File: src/rtl/fetch_queue.sv
// Instruction-fetch stage with a prefetch FIFO: one memory request in flight,
// buffered {pc, instruction} entries handed to decode over valid/ready.
module fetch_queue #(
   parameter int unsigned ADDR_WIDTH = 32,
   parameter int unsigned INST_WIDTH = 32,
   parameter int unsigned DEPTH      = 4,
   parameter logic [ADDR_WIDTH-1:0] RESET_PC = '0,
   parameter int unsigned PC_STEP    = 4
) (
   input  logic                  clk,
   input  logic                  rst,
   input  logic                  jump_i,
   input  logic [ADDR_WIDTH-1:0] jump_pc_i,
   output logic                  mem_req_o,
   output logic [ADDR_WIDTH-1:0] mem_addr_o,
   input  logic                  mem_done_i,
   input  logic [INST_WIDTH-1:0] mem_data_i,
   output logic                  inst_valid_o,
   output logic [INST_WIDTH-1:0] inst_o,
   output logic [ADDR_WIDTH-1:0] pc_o,
   input  logic                  inst_ready_i
);

   localparam int unsigned PTR_W = $clog2(DEPTH);
   localparam int unsigned CNT_W = PTR_W + 1;

   typedef enum logic [1:0] {
      S_IDLE,
      S_WAIT,
      S_DROP
   } state_t;

   state_t                 state_q, state_d;
   logic [ADDR_WIDTH-1:0]  fetch_pc_q, fetch_pc_d;
   logic                   mem_req_q, mem_req_d;
   logic [ADDR_WIDTH-1:0]  mem_addr_q, mem_addr_d;
   logic [PTR_W-1:0]       head_q, head_d;
   logic [PTR_W-1:0]       tail_q, tail_d;
   logic [CNT_W-1:0]       count_q, count_d;
   logic                   push;
   logic                   pop;

   logic [INST_WIDTH-1:0]  inst_buf_q [DEPTH];
   logic [ADDR_WIDTH-1:0]  pc_buf_q   [DEPTH];

   always_comb begin
      state_d    = state_q;
      fetch_pc_d = fetch_pc_q;
      mem_req_d  = mem_req_q;
      mem_addr_d = mem_addr_q;
      push       = 1'b0;

      case (state_q)
         S_IDLE: begin
            if (jump_i) begin
               fetch_pc_d = jump_pc_i;
            end else if (count_q < CNT_W'(DEPTH)) begin
               mem_req_d  = 1'b1;
               mem_addr_d = fetch_pc_q;
               state_d    = S_WAIT;
            end
         end
         S_WAIT: begin
            if (mem_done_i) begin
               mem_req_d = 1'b0;
               state_d   = S_IDLE;
               if (jump_i) begin
                  fetch_pc_d = jump_pc_i;
               end else begin
                  push       = 1'b1;
                  fetch_pc_d = fetch_pc_q + ADDR_WIDTH'(PC_STEP);
               end
            end else if (jump_i) begin
               fetch_pc_d = jump_pc_i;
               state_d    = S_DROP;
            end
         end
         S_DROP: begin
            // The stale request must still complete before a new one may start.
            if (jump_i) begin
               fetch_pc_d = jump_pc_i;
            end
            if (mem_done_i) begin
               mem_req_d = 1'b0;
               state_d   = S_IDLE;
            end
         end
         default: begin
            state_d = S_IDLE;
         end
      endcase
   end

   always_comb begin
      head_d  = head_q;
      tail_d  = tail_q;
      count_d = count_q;
      pop     = (count_q != '0) && inst_ready_i && !jump_i;

      if (jump_i) begin
         head_d  = '0;
         tail_d  = '0;
         count_d = '0;
      end else begin
         if (push) begin
            tail_d = tail_q + PTR_W'(1);
         end
         if (pop) begin
            head_d = head_q + PTR_W'(1);
         end
         case ({push, pop})
            2'b10:   count_d = count_q + CNT_W'(1);
            2'b01:   count_d = count_q - CNT_W'(1);
            default: count_d = count_q;
         endcase
      end
   end

   always_ff @(posedge clk or posedge rst) begin
      if (rst) begin
         state_q    <= S_IDLE;
         fetch_pc_q <= RESET_PC;
         mem_req_q  <= 1'b0;
         mem_addr_q <= '0;
         head_q     <= '0;
         tail_q     <= '0;
         count_q    <= '0;
      end else begin
         state_q    <= state_d;
         fetch_pc_q <= fetch_pc_d;
         mem_req_q  <= mem_req_d;
         mem_addr_q <= mem_addr_d;
         head_q     <= head_d;
         tail_q     <= tail_d;
         count_q    <= count_d;
      end
   end

   // Entry storage needs no reset; it is only observed while count is non-zero.
   always_ff @(posedge clk) begin
      if (push) begin
         inst_buf_q[tail_q] <= mem_data_i;
         pc_buf_q[tail_q]   <= fetch_pc_q;
      end
   end

   assign mem_req_o    = mem_req_q;
   assign mem_addr_o   = mem_addr_q;
   assign inst_valid_o = (count_q != '0);
   assign inst_o       = inst_valid_o ? inst_buf_q[head_q] : '0;
   assign pc_o         = inst_valid_o ? pc_buf_q[head_q] : '0;

endmodule

File: config.mk
export PLATFORM = sky130hd
export DESIGN_NAME = fetch_queue
export DESIGN_NICKNAME = d
export VERILOG_FILES = /design/src/rtl/fetch_queue.sv
export SDC_FILE = /design/constraint.sdc
export NUM_CORES = 1
export LEC_CHECK = 0
export ABC_AREA = 0
export CORE_AREA = 2 2 169 171
export CTS_BUF_LIST = sky130_fd_sc_hd__clkbuf_4 sky130_fd_sc_hd__clkbuf_8 sky130_fd_sc_hd__clkbuf_16
export DETAILED_ROUTE_END_ITERATION = 8
export DIE_AREA = 0 0 171 173
export GPL_TIMING_DRIVEN = 0
export HOLD_SLACK_MARGIN = 0.05
export PLACE_DENSITY = 0.76
export SYNTH_ARGS = -nofsm -noshare
export SYNTH_HDL_FRONTEND = slang
export SYNTH_SLANG_ARGS = --single-unit
export TNS_END_PERCENT = 100
File: constraint.sdc
create_clock -name clk -period 2.85 [get_ports clk]
set_input_delay 0.4275 -clock clk [delete_from_list [all_inputs] [get_ports clk]]
set_output_delay 0.4275 -clock clk [all_outputs]
set_load 0.1 [all_outputs]
==> results.toml, run 1 <==
[setup_path]
r2r_start = "fetch_pc_q[2]"
path_max_fanout = 10
cp_cell_sequence = "or3_4 > clkbuf_4 > and2_1 > clkdlybuf4s15_2"
arrival_ns = 2.31
r2r-end = "fetch_pc_q[28]"
cp_slowest_cell = "dfrtp_1"
rrSetupSlack_ns = 0.24
reg2reg_depth = 5
start_kind = "flip-flop"
required_ns = 2.42
critical_path_class = "reg2out"
critPathCaptureType = "output port"
cpPeakStageDelay_ns = 0.47

[sta]
hold_viol = 0
relSlewSlack_pct = 32.75
rsz0062_at_grt = "false"
period_share_pct = 96.13
finalCriticalPeriod_ns = 2.740
setup_viol = 0
worst_slew_pin_slew_ns = 1.005
skew_ns = 0.01390
slew_violations = 0
worst_hold_slack_ns = 0.2703
max_freq_ghz = 0.3650

[grt]
grtUsageTotal_pct = 20.43
grt_antenna_before_repair = 0
grt_max_degree = 50
grt-ovfl-total = 0
first_global_vias = 8131
grt_pass1_wl_um = 46350

[clock_tree]
worst_skew_pair.late_latency_ns = 0.50
cts_buffers = 35
clkTransAtPathRegs_ns = 0.07
cts_buffer_depth = 3
clock_sinks = 330
root_buffer = "clkbuf_16"
cts_tree = "yes"
htreeDepth = 2
hold_buffers = 0

[job]
max-cap-violations = 0

[drt]
routed-via-count = 8058
via_per_inst = 5.711
first_pass_iters = 5
drt-wirelength-per-cell_um = 21.20
drt_iter0_markers = 860
ant_nets = 0
routed_wirelength_um = 29920
drc_errors = 0

[worst_hold_path]
hold_path_class = "in2async"

[yosys]
ys_seq_area_share_pct = 69.82
yosysWarnings = 0
synth_edf_count = 256
synth_cell_types = 60
synth-seq-cells = 330
async_flop_share_pct = 22.42
synth_cells = 804
syn_area_sq_um = 13660
synth_nets = 883
syn_avg_cell_area_sq_um = 16.99
ys.flop_type = "edfxtp_1"

[cells_and_area]
area_growth_pct = 23.67
fill_cells = 2124
most-common-layout-cells = "edfxtp_1, clkdlybuf4s50_1, dfrtp_1"
multi_input_area_sq_um = 3874
antenna_cells = 0
drive_gt1_share_pct = 24.20
final_common_cell = "edfxtp_1"
nets = 1090
register_area_sq_um = 9540
final_area_sq_um = 16900

[floorplanning]
fp.dieW_um = 171
die_h_um = 173
die_area_sq_um = 29580
io_pins = 167
core_sq_um = 27630
row_count = 61
initial_core_util_pct = 49.45

[place]
portBuffers = 165
routabilityCongestion = 0.9206
dp_hpwl_um = 19330
place_area_sq_um = 15940

[outcome]
status = "finished, final reports clean"
-- sequential cells by signal, indices dropped and copies added (netlist names) --
| signal | count |
|---|---|
| state_q | 2 |
| fetch_pc_q | 32 |
| mem_addr_o | 32 |
| inst_buf_q | 128 |
| mem_req_o | 1 |
| count_q | 3 |
| tail_q | 2 |
| pc_buf_q | 128 |
| head_q | 2 |
-- final cells by class --
cell class              instances  area share [%]
repair buffers                170           9.463
flip-flops and latches        330           56.46
clock buffers                  41           5.450
inverters                      18          0.4147
multi-input cells             407           22.92
clock inverters                18          0.9182
plain buffers                  49           1.570
well taps                     378           2.799
-- worst max-delay path: cells and delay by family, from the launching register on --
kind                   cells  cell delay [ns]
buffers and inverters      2             0.70
flip-flops                 1             0.47
AND/OR/NAND/NOR            2             0.64
-- how the worst max path moves through the flow --
stage	from	to	slack (ns)	depth (start not counted)
floorplan	count_q[0]	pc_o[22]	0.03	3
global placement	rst	mem_addr_o[21]	-0.94	2
detailed placement	head_q[1]	pc_o[5]	-0.72	5
CTS	head_q[1]	inst_o[4]	0.0005	5
global route	count_q[2]	inst_o[19]	0.0004	5
finish	count_q[2]	pc_o[31]	0.11	4
-- cell families (layout without fill, tap and decap cells) --
family	Yosys count	in the layout	share of synthesized area (%)
flip-flops	330	330	69.82
multiplexers	99	99	13.42
buffers and inverters	67	296	1.987
XOR/XNOR	4	4	0.2565
AO/OA/AOI/OAI	86	86	4.597
adder cells (fa/ha/maj)	10	10	0.9707
AND/OR/NAND/NOR	208	208	8.947
-- what timing repair did --
item	4_1_cts	5_1_grt
buffers inserted	0	0
resized for setup	360	29
setup endpoints to repair	65	57
-- per-layer routing --
| layer | up-vias | track usage, % | routed length, um |
|---|---|---|---|
| li1 | 3596 | - | - |
| met1 | 4047 | 29.52 | 12830 |
| met2 | 367 | 32.43 | 14110 |
| met3 | 48 | 3.822 | 2446 |
| met4 | 0 | 4.944 | 532 |
| met5 | - | 0 | 0 |
-- synthesized netlist by cell type, drive strengths merged, types with 3 or more instances --
master | number | share of area (%)
a21oi | 10 | 0.37
a22oi | 17 | 0.93
a311o | 4 | 0.29
a311oi | 3 | 0.24
a31oi | 3 | 0.14
a32oi | 3 | 0.19
and2 | 73 | 3.3
and3 | 7 | 0.32
and4 | 3 | 0.19
buf | 17 | 0.61
clkbuf | 32 | 0.88
dfrtp | 74 | 14
edfxtp | 256 | 56
ha | 9 | 0.82
inv | 17 | 0.47
mux2 | 34 | 2.8
mux4 | 64 | 11
nand2 | 17 | 0.47
nand3 | 24 | 0.88
nand3b | 5 | 0.27
nand4 | 14 | 0.64
nor2 | 28 | 0.77
nor3 | 11 | 0.40
nor4 | 5 | 0.27
nor4b | 4 | 0.26
o211ai | 5 | 0.27
o21ai | 13 | 0.48
o22ai | 3 | 0.14
o311ai | 7 | 0.45
o31ai | 5 | 0.27
or4 | 5 | 0.27
-- stage by stage --
stage	setup slack (ns)	cells	setup TNS (ns)	utilization, %
3_3_place_gp	-0.9373	1347	-255.74	57.16
3_5_place_dp	-0.7202	1352	-38.07	57.68
4_1_cts	0.0004550	1411	0	61.16
6_report	0.1104	1411	0	61.16
5_1_grt	0.0003515	1411	0	61.16
2_1_floorplan	0.03289	804	0	-
Power of run 1 is not shown: default switching activity piles up to over one toggle a cycle in this logic, so the estimate is an artifact.
==> run 2: changes to the inputs <==
Settings changed: CELL_PAD_IN_SITES_DETAIL_PLACEMENT from default to 0, CELL_PAD_IN_SITES_GLOBAL_PLACEMENT from default to 2, CORE_AREA 2 2 169 171 to 2 2 196 198, DIE_AREA 0 0 171 173 to 0 0 198 200.
==> run 2 against run 1 <==
Effect of this change: cell area rose by 1.5%; die area rose by 34%; worst setup slack improved by 0.016 ns; maximum frequency rose by 0.60%; utilization fell by 15 points; non-clock buffer count did not move.
==> results.toml, run 2 (synthesis gave the netlist of run 1 again) <==
[outcome]
status = "finished, final reports clean"

[drt]
drc_errors = 0
drt-wirelength-per-cell_um = 21.37
routed_wirelength_um = 33110
drt_iter0_markers = 535
via_per_inst = 5.132
routed-via-count = 7949
first_pass_iters = 7
ant_nets = 0

[grt]
grt_antenna_before_repair = 0
grt_pass1_wl_um = 50230
first_global_vias = 8226
grtUsageTotal_pct = 16.97
grt_max_degree = 51
grt-ovfl-total = 0

[place]
portBuffers = 165
dp_hpwl_um = 21970
pre_cts_slack_ns = -0.8677
place_area_sq_um = 16090
routabilityCongestion = 0.7841

[clock_tree]
cts_buffer_depth = 3
cts_tree = "yes"
clock_sinks = 330
cts_buffers = 37
worst_skew_pair.late_latency_ns = 0.52
clkTransAtPathRegs_ns = 0.05
root_buffer = "clkbuf_16"
post-cts-setup-buffer-count = 0
htreeDepth = 2

[sta]
setup_viol = 0
max_freq_ghz = 0.3672
setup_slack_ns = 0.1267
skew_ns = 0.02595
hold_viol = 0
worst_slew_pin_slew_ns = 1.021
rsz0062_at_grt = "true"
finalCriticalPeriod_ns = 2.723
period_share_pct = 95.56
tns_ns = 0
relSlewSlack_pct = 31.68
slew_violations = 0

[job]
max-cap-violations = 0

[floorplanning]
io_pins = 167
initial_core_util_pct = 36.53
core_sq_um = 37400
row_count = 71
die_area_sq_um = 39600
fp.dieW_um = 198
die_h_um = 200

[setup_path]
critical_path_class = "reg2out"
required_ns = 2.42
critPathCaptureType = "output port"
r2r-end = "fetch_pc_q[21]"
r2r_start = "state_q[1]"
path_max_fanout = 10
start_kind = "flip-flop"
arrival_ns = 2.30
rrSetupSlack_ns = 0.24
reg2reg_depth = 8

[cells_and_area]
area_growth_pct = 25.48
most-common-layout-cells = "edfxtp_1, clkdlybuf4s50_1, dfrtp_1"
top_regs = "inst_buf_q: 128 flops, pc_buf_q: 128 flops"
nets = 1092
final_area_sq_um = 17140
final_common_cell = "edfxtp_1"
final_core_util_pct = 45.84
antenna_cells = 0
drive_gt1_share_pct = 24.86

[worst_hold_path]
hold_path_class = "in2async"
-- run 2: worst max path at each step --
stage                           endpoint        from  cells after the start
after floorplan                 pc_o[22]  count_q[0]                      3
after global placement    mem_addr_o[21]         rst                      2
after detailed placement         pc_o[4]   head_q[1]                      5
after CTS                       pc_o[13]   head_q[0]                      5
after global routing            pc_o[26]   head_q[0]                      5
final                           pc_o[26]   head_q[0]                      5
-- run 2: worst max-delay path: stages, from the launching register on --
cell	delay [ns]
dfrtp_1	0.41
buf_8	0.20
buf_6	0.20
mux4_2	0.52
and2_1	0.17
clkbuf_4	0.27
-- run 2: layer usage --
layer / track usage [%] / up-vias / wire, um
li1: - / 3601 / -
met1: 22.97 / 4101 / 14730
met2: 28.36 / 195 / 16170
met3: 2.940 / 52 / 1495
met4: 4.818 / 0 / 706
met5: 0 / - / 0
-- run 2: metrics by stage --
stage          hold slack [ns]  instances
4_1_cts                 0.2746       1549
5_1_grt                 0.3006       1549
6_report                0.2788       1549
2_1_floorplan           0.4710        804
3_5_place_dp            0.4765       1485
3_3_place_gp            0.4815       1480
-- run 2: cell type report --
class                   instances  area, sq um
fillers                      3275        20260
flip-flops and latches        330         9539
multi-input cells             407         3874
repair buffers                170         1565
clock buffers                  47         1013
well taps                     511        639.4
plain buffers                  49        287.8
clock inverters                17        155.1
inverters                      18        70.07
-- run 2: timing repair --
| action | CTS | global route |
|---|---|---|
| endpoints found under the hold margin | 0 | 0 |
| hold buffers | 0 | 0 |
| setup endpoints to repair | 65 | 26 |
| gates resized for setup | 371 | 23 |
| pin swaps | 0 | 0 |
Power of run 2 is left out for the same reason.
==> run 3: changes to the inputs <==
Settings changed: CTS_CLUSTER_DIAMETER from default to 60.
==> run 3 against run 2 <==
Effect of this change: cell area rose by 0.22%; routed wire length barely moved; register-to-register slack barely moved; via count fell by 0.57%; die area did not move; maximum frequency fell by 0.55%; final cell count rose by 0.19%; non-clock buffer count did not move; critical path type unchanged; critical endpoint is now pc_o[12]; highest routed layer unchanged.
==> results.toml, run 3 (synthesis gave the netlist of run 1 again) <==
[outcome]
status = "finished, final reports clean"

[sta]
setup_viol = 0
period_share_pct = 96.08
worst_slew_pin_slew_ns = 1.017
worst_hold_slack_ns = 0.2730
relSlewSlack_pct = 31.92
skew_ns = 0.03022
slew_violations = 0
finalCriticalPeriod_ns = 2.738
hold_viol = 0
max_freq_ghz = 0.3652
rsz0062_at_grt = "true"

[clock_tree]
cts_buffer_depth = 3
htreeDepth = 2
cts_tree = "yes"
cts_buffers = 38
worst_skew_pair.late_latency_ns = 0.52
clock_sinks = 330
root_buffer = "clkbuf_16"
hold_buffers = 0
clkTransAtPathRegs_ns = 0.07

[cells_and_area]
instances_no_fill = 1552
top_regs = "inst_buf_q: 128 flops, pc_buf_q: 128 flops"
nets = 1093
antenna_cells = 0
drive_gt1_share_pct = 25.17
area_growth_pct = 25.75
final_common_cell = "edfxtp_1"
final_core_util_pct = 45.94
most-common-layout-cells = "edfxtp_1, clkdlybuf4s50_1, dfrtp_1"

[setup_path]
critical_path_class = "reg2out"
reg2reg_depth = 8
arrival_ns = 2.31
path_max_fanout = 10
required_ns = 2.42
rrSetupSlack_ns = 0.24
r2r_start = "state_q[1]"
critPathCaptureType = "output port"
start_kind = "flip-flop"
r2r-end = "fetch_pc_q[21]"

[job]
max-cap-violations = 0

[place]
placed_cells = 1485
routabilityCongestion = 0.7841
portBuffers = 165
dp_hpwl_um = 21970

[floorplanning]
die_area_sq_um = 39600
io_pins = 167
fp.dieW_um = 198
row_count = 71
initial_core_util_pct = 36.53
die_h_um = 200
core_sq_um = 37400

[grt]
grt_pass1_wl_um = 50360
grtUsageTotal_pct = 17.00
grt_max_degree = 51
first_global_vias = 8240
grt-ovfl-total = 0
grt_antenna_before_repair = 0

[drt]
via_per_inst = 5.093
ant_nets = 0
routed-via-count = 7904
first_pass_iters = 5
drt_iter0_markers = 513
drt-wirelength-per-cell_um = 21.33
routed_wirelength_um = 33110
drc_errors = 0

[worst_hold_path]
hold_path_class = "in2async"
## run 3: cell count changes in the layout (fill, tap and decap cells not counted), moves of 2 or more
cell / change
clkbuf_4: +2
buf_4: -4
clkbuf_16: +2
buf_2: +4
## run 3: critical path, cell delays in order, from the launching register on
cell      delay, ns
dfrtp_1        0.41
buf_8          0.20
buf_6          0.21
mux4_2         0.54
and2_1         0.17
clkbuf_4       0.27
## run 3: repair_timing
| action | in CTS | in global routing |
|---|---|---|
| setup buffers | 0 | 0 |
| endpoints found under the setup margin | 65 | 42 |
| gates cloned | 0 | 0 |
| resized for setup | 365 | 26 |
## run 3: routing by layer
layer  GRT usage (%)  routed length (um)
met1           23.18               14580
met4           4.790                 694
met5               0                   0
met3           2.974                1655
met2           28.23               16180
## run 3: stage by stage
stage                      TNS, ns  area, sq um  setup slack (ns)
after floorplan                  0        13670           0.03289
after global placement     -299.75        15960            -1.097
after detailed placement    -46.93        16090           -0.8677
after CTS                        0        17140          0.004434
after global routing      -0.04800        17180          -0.01894
final                            0        17180            0.1116
## run 3: how the worst max path moves through the flow
stage,slack (ns),depth (start not counted),start,to
2_1_floorplan,0.03,3,count_q[0],pc_o[22]
6_report,0.11,5,head_q[0],pc_o[12]
4_1_cts,0.004,5,head_q[1],inst_o[13]
3_5_place_dp,-0.87,5,head_q[1],pc_o[4]
3_3_place_gp,-1.10,2,rst,mem_addr_o[21]
5_1_grt,-0.02,5,head_q[0],pc_o[12]
## run 3: layout make-up
type / count / area [sq um]
buffer: 49 / 281.5
clock buffer: 50 / 1065
clock inverter: 17 / 155.1
fill: 3271 / 20220
inverter: 18 / 70.07
multi-input combinational: 407 / 3874
sequential: 330 / 9539
tap: 511 / 639.4
timing repair buffer: 170 / 1558
Power of run 3 is left out for the same reason.
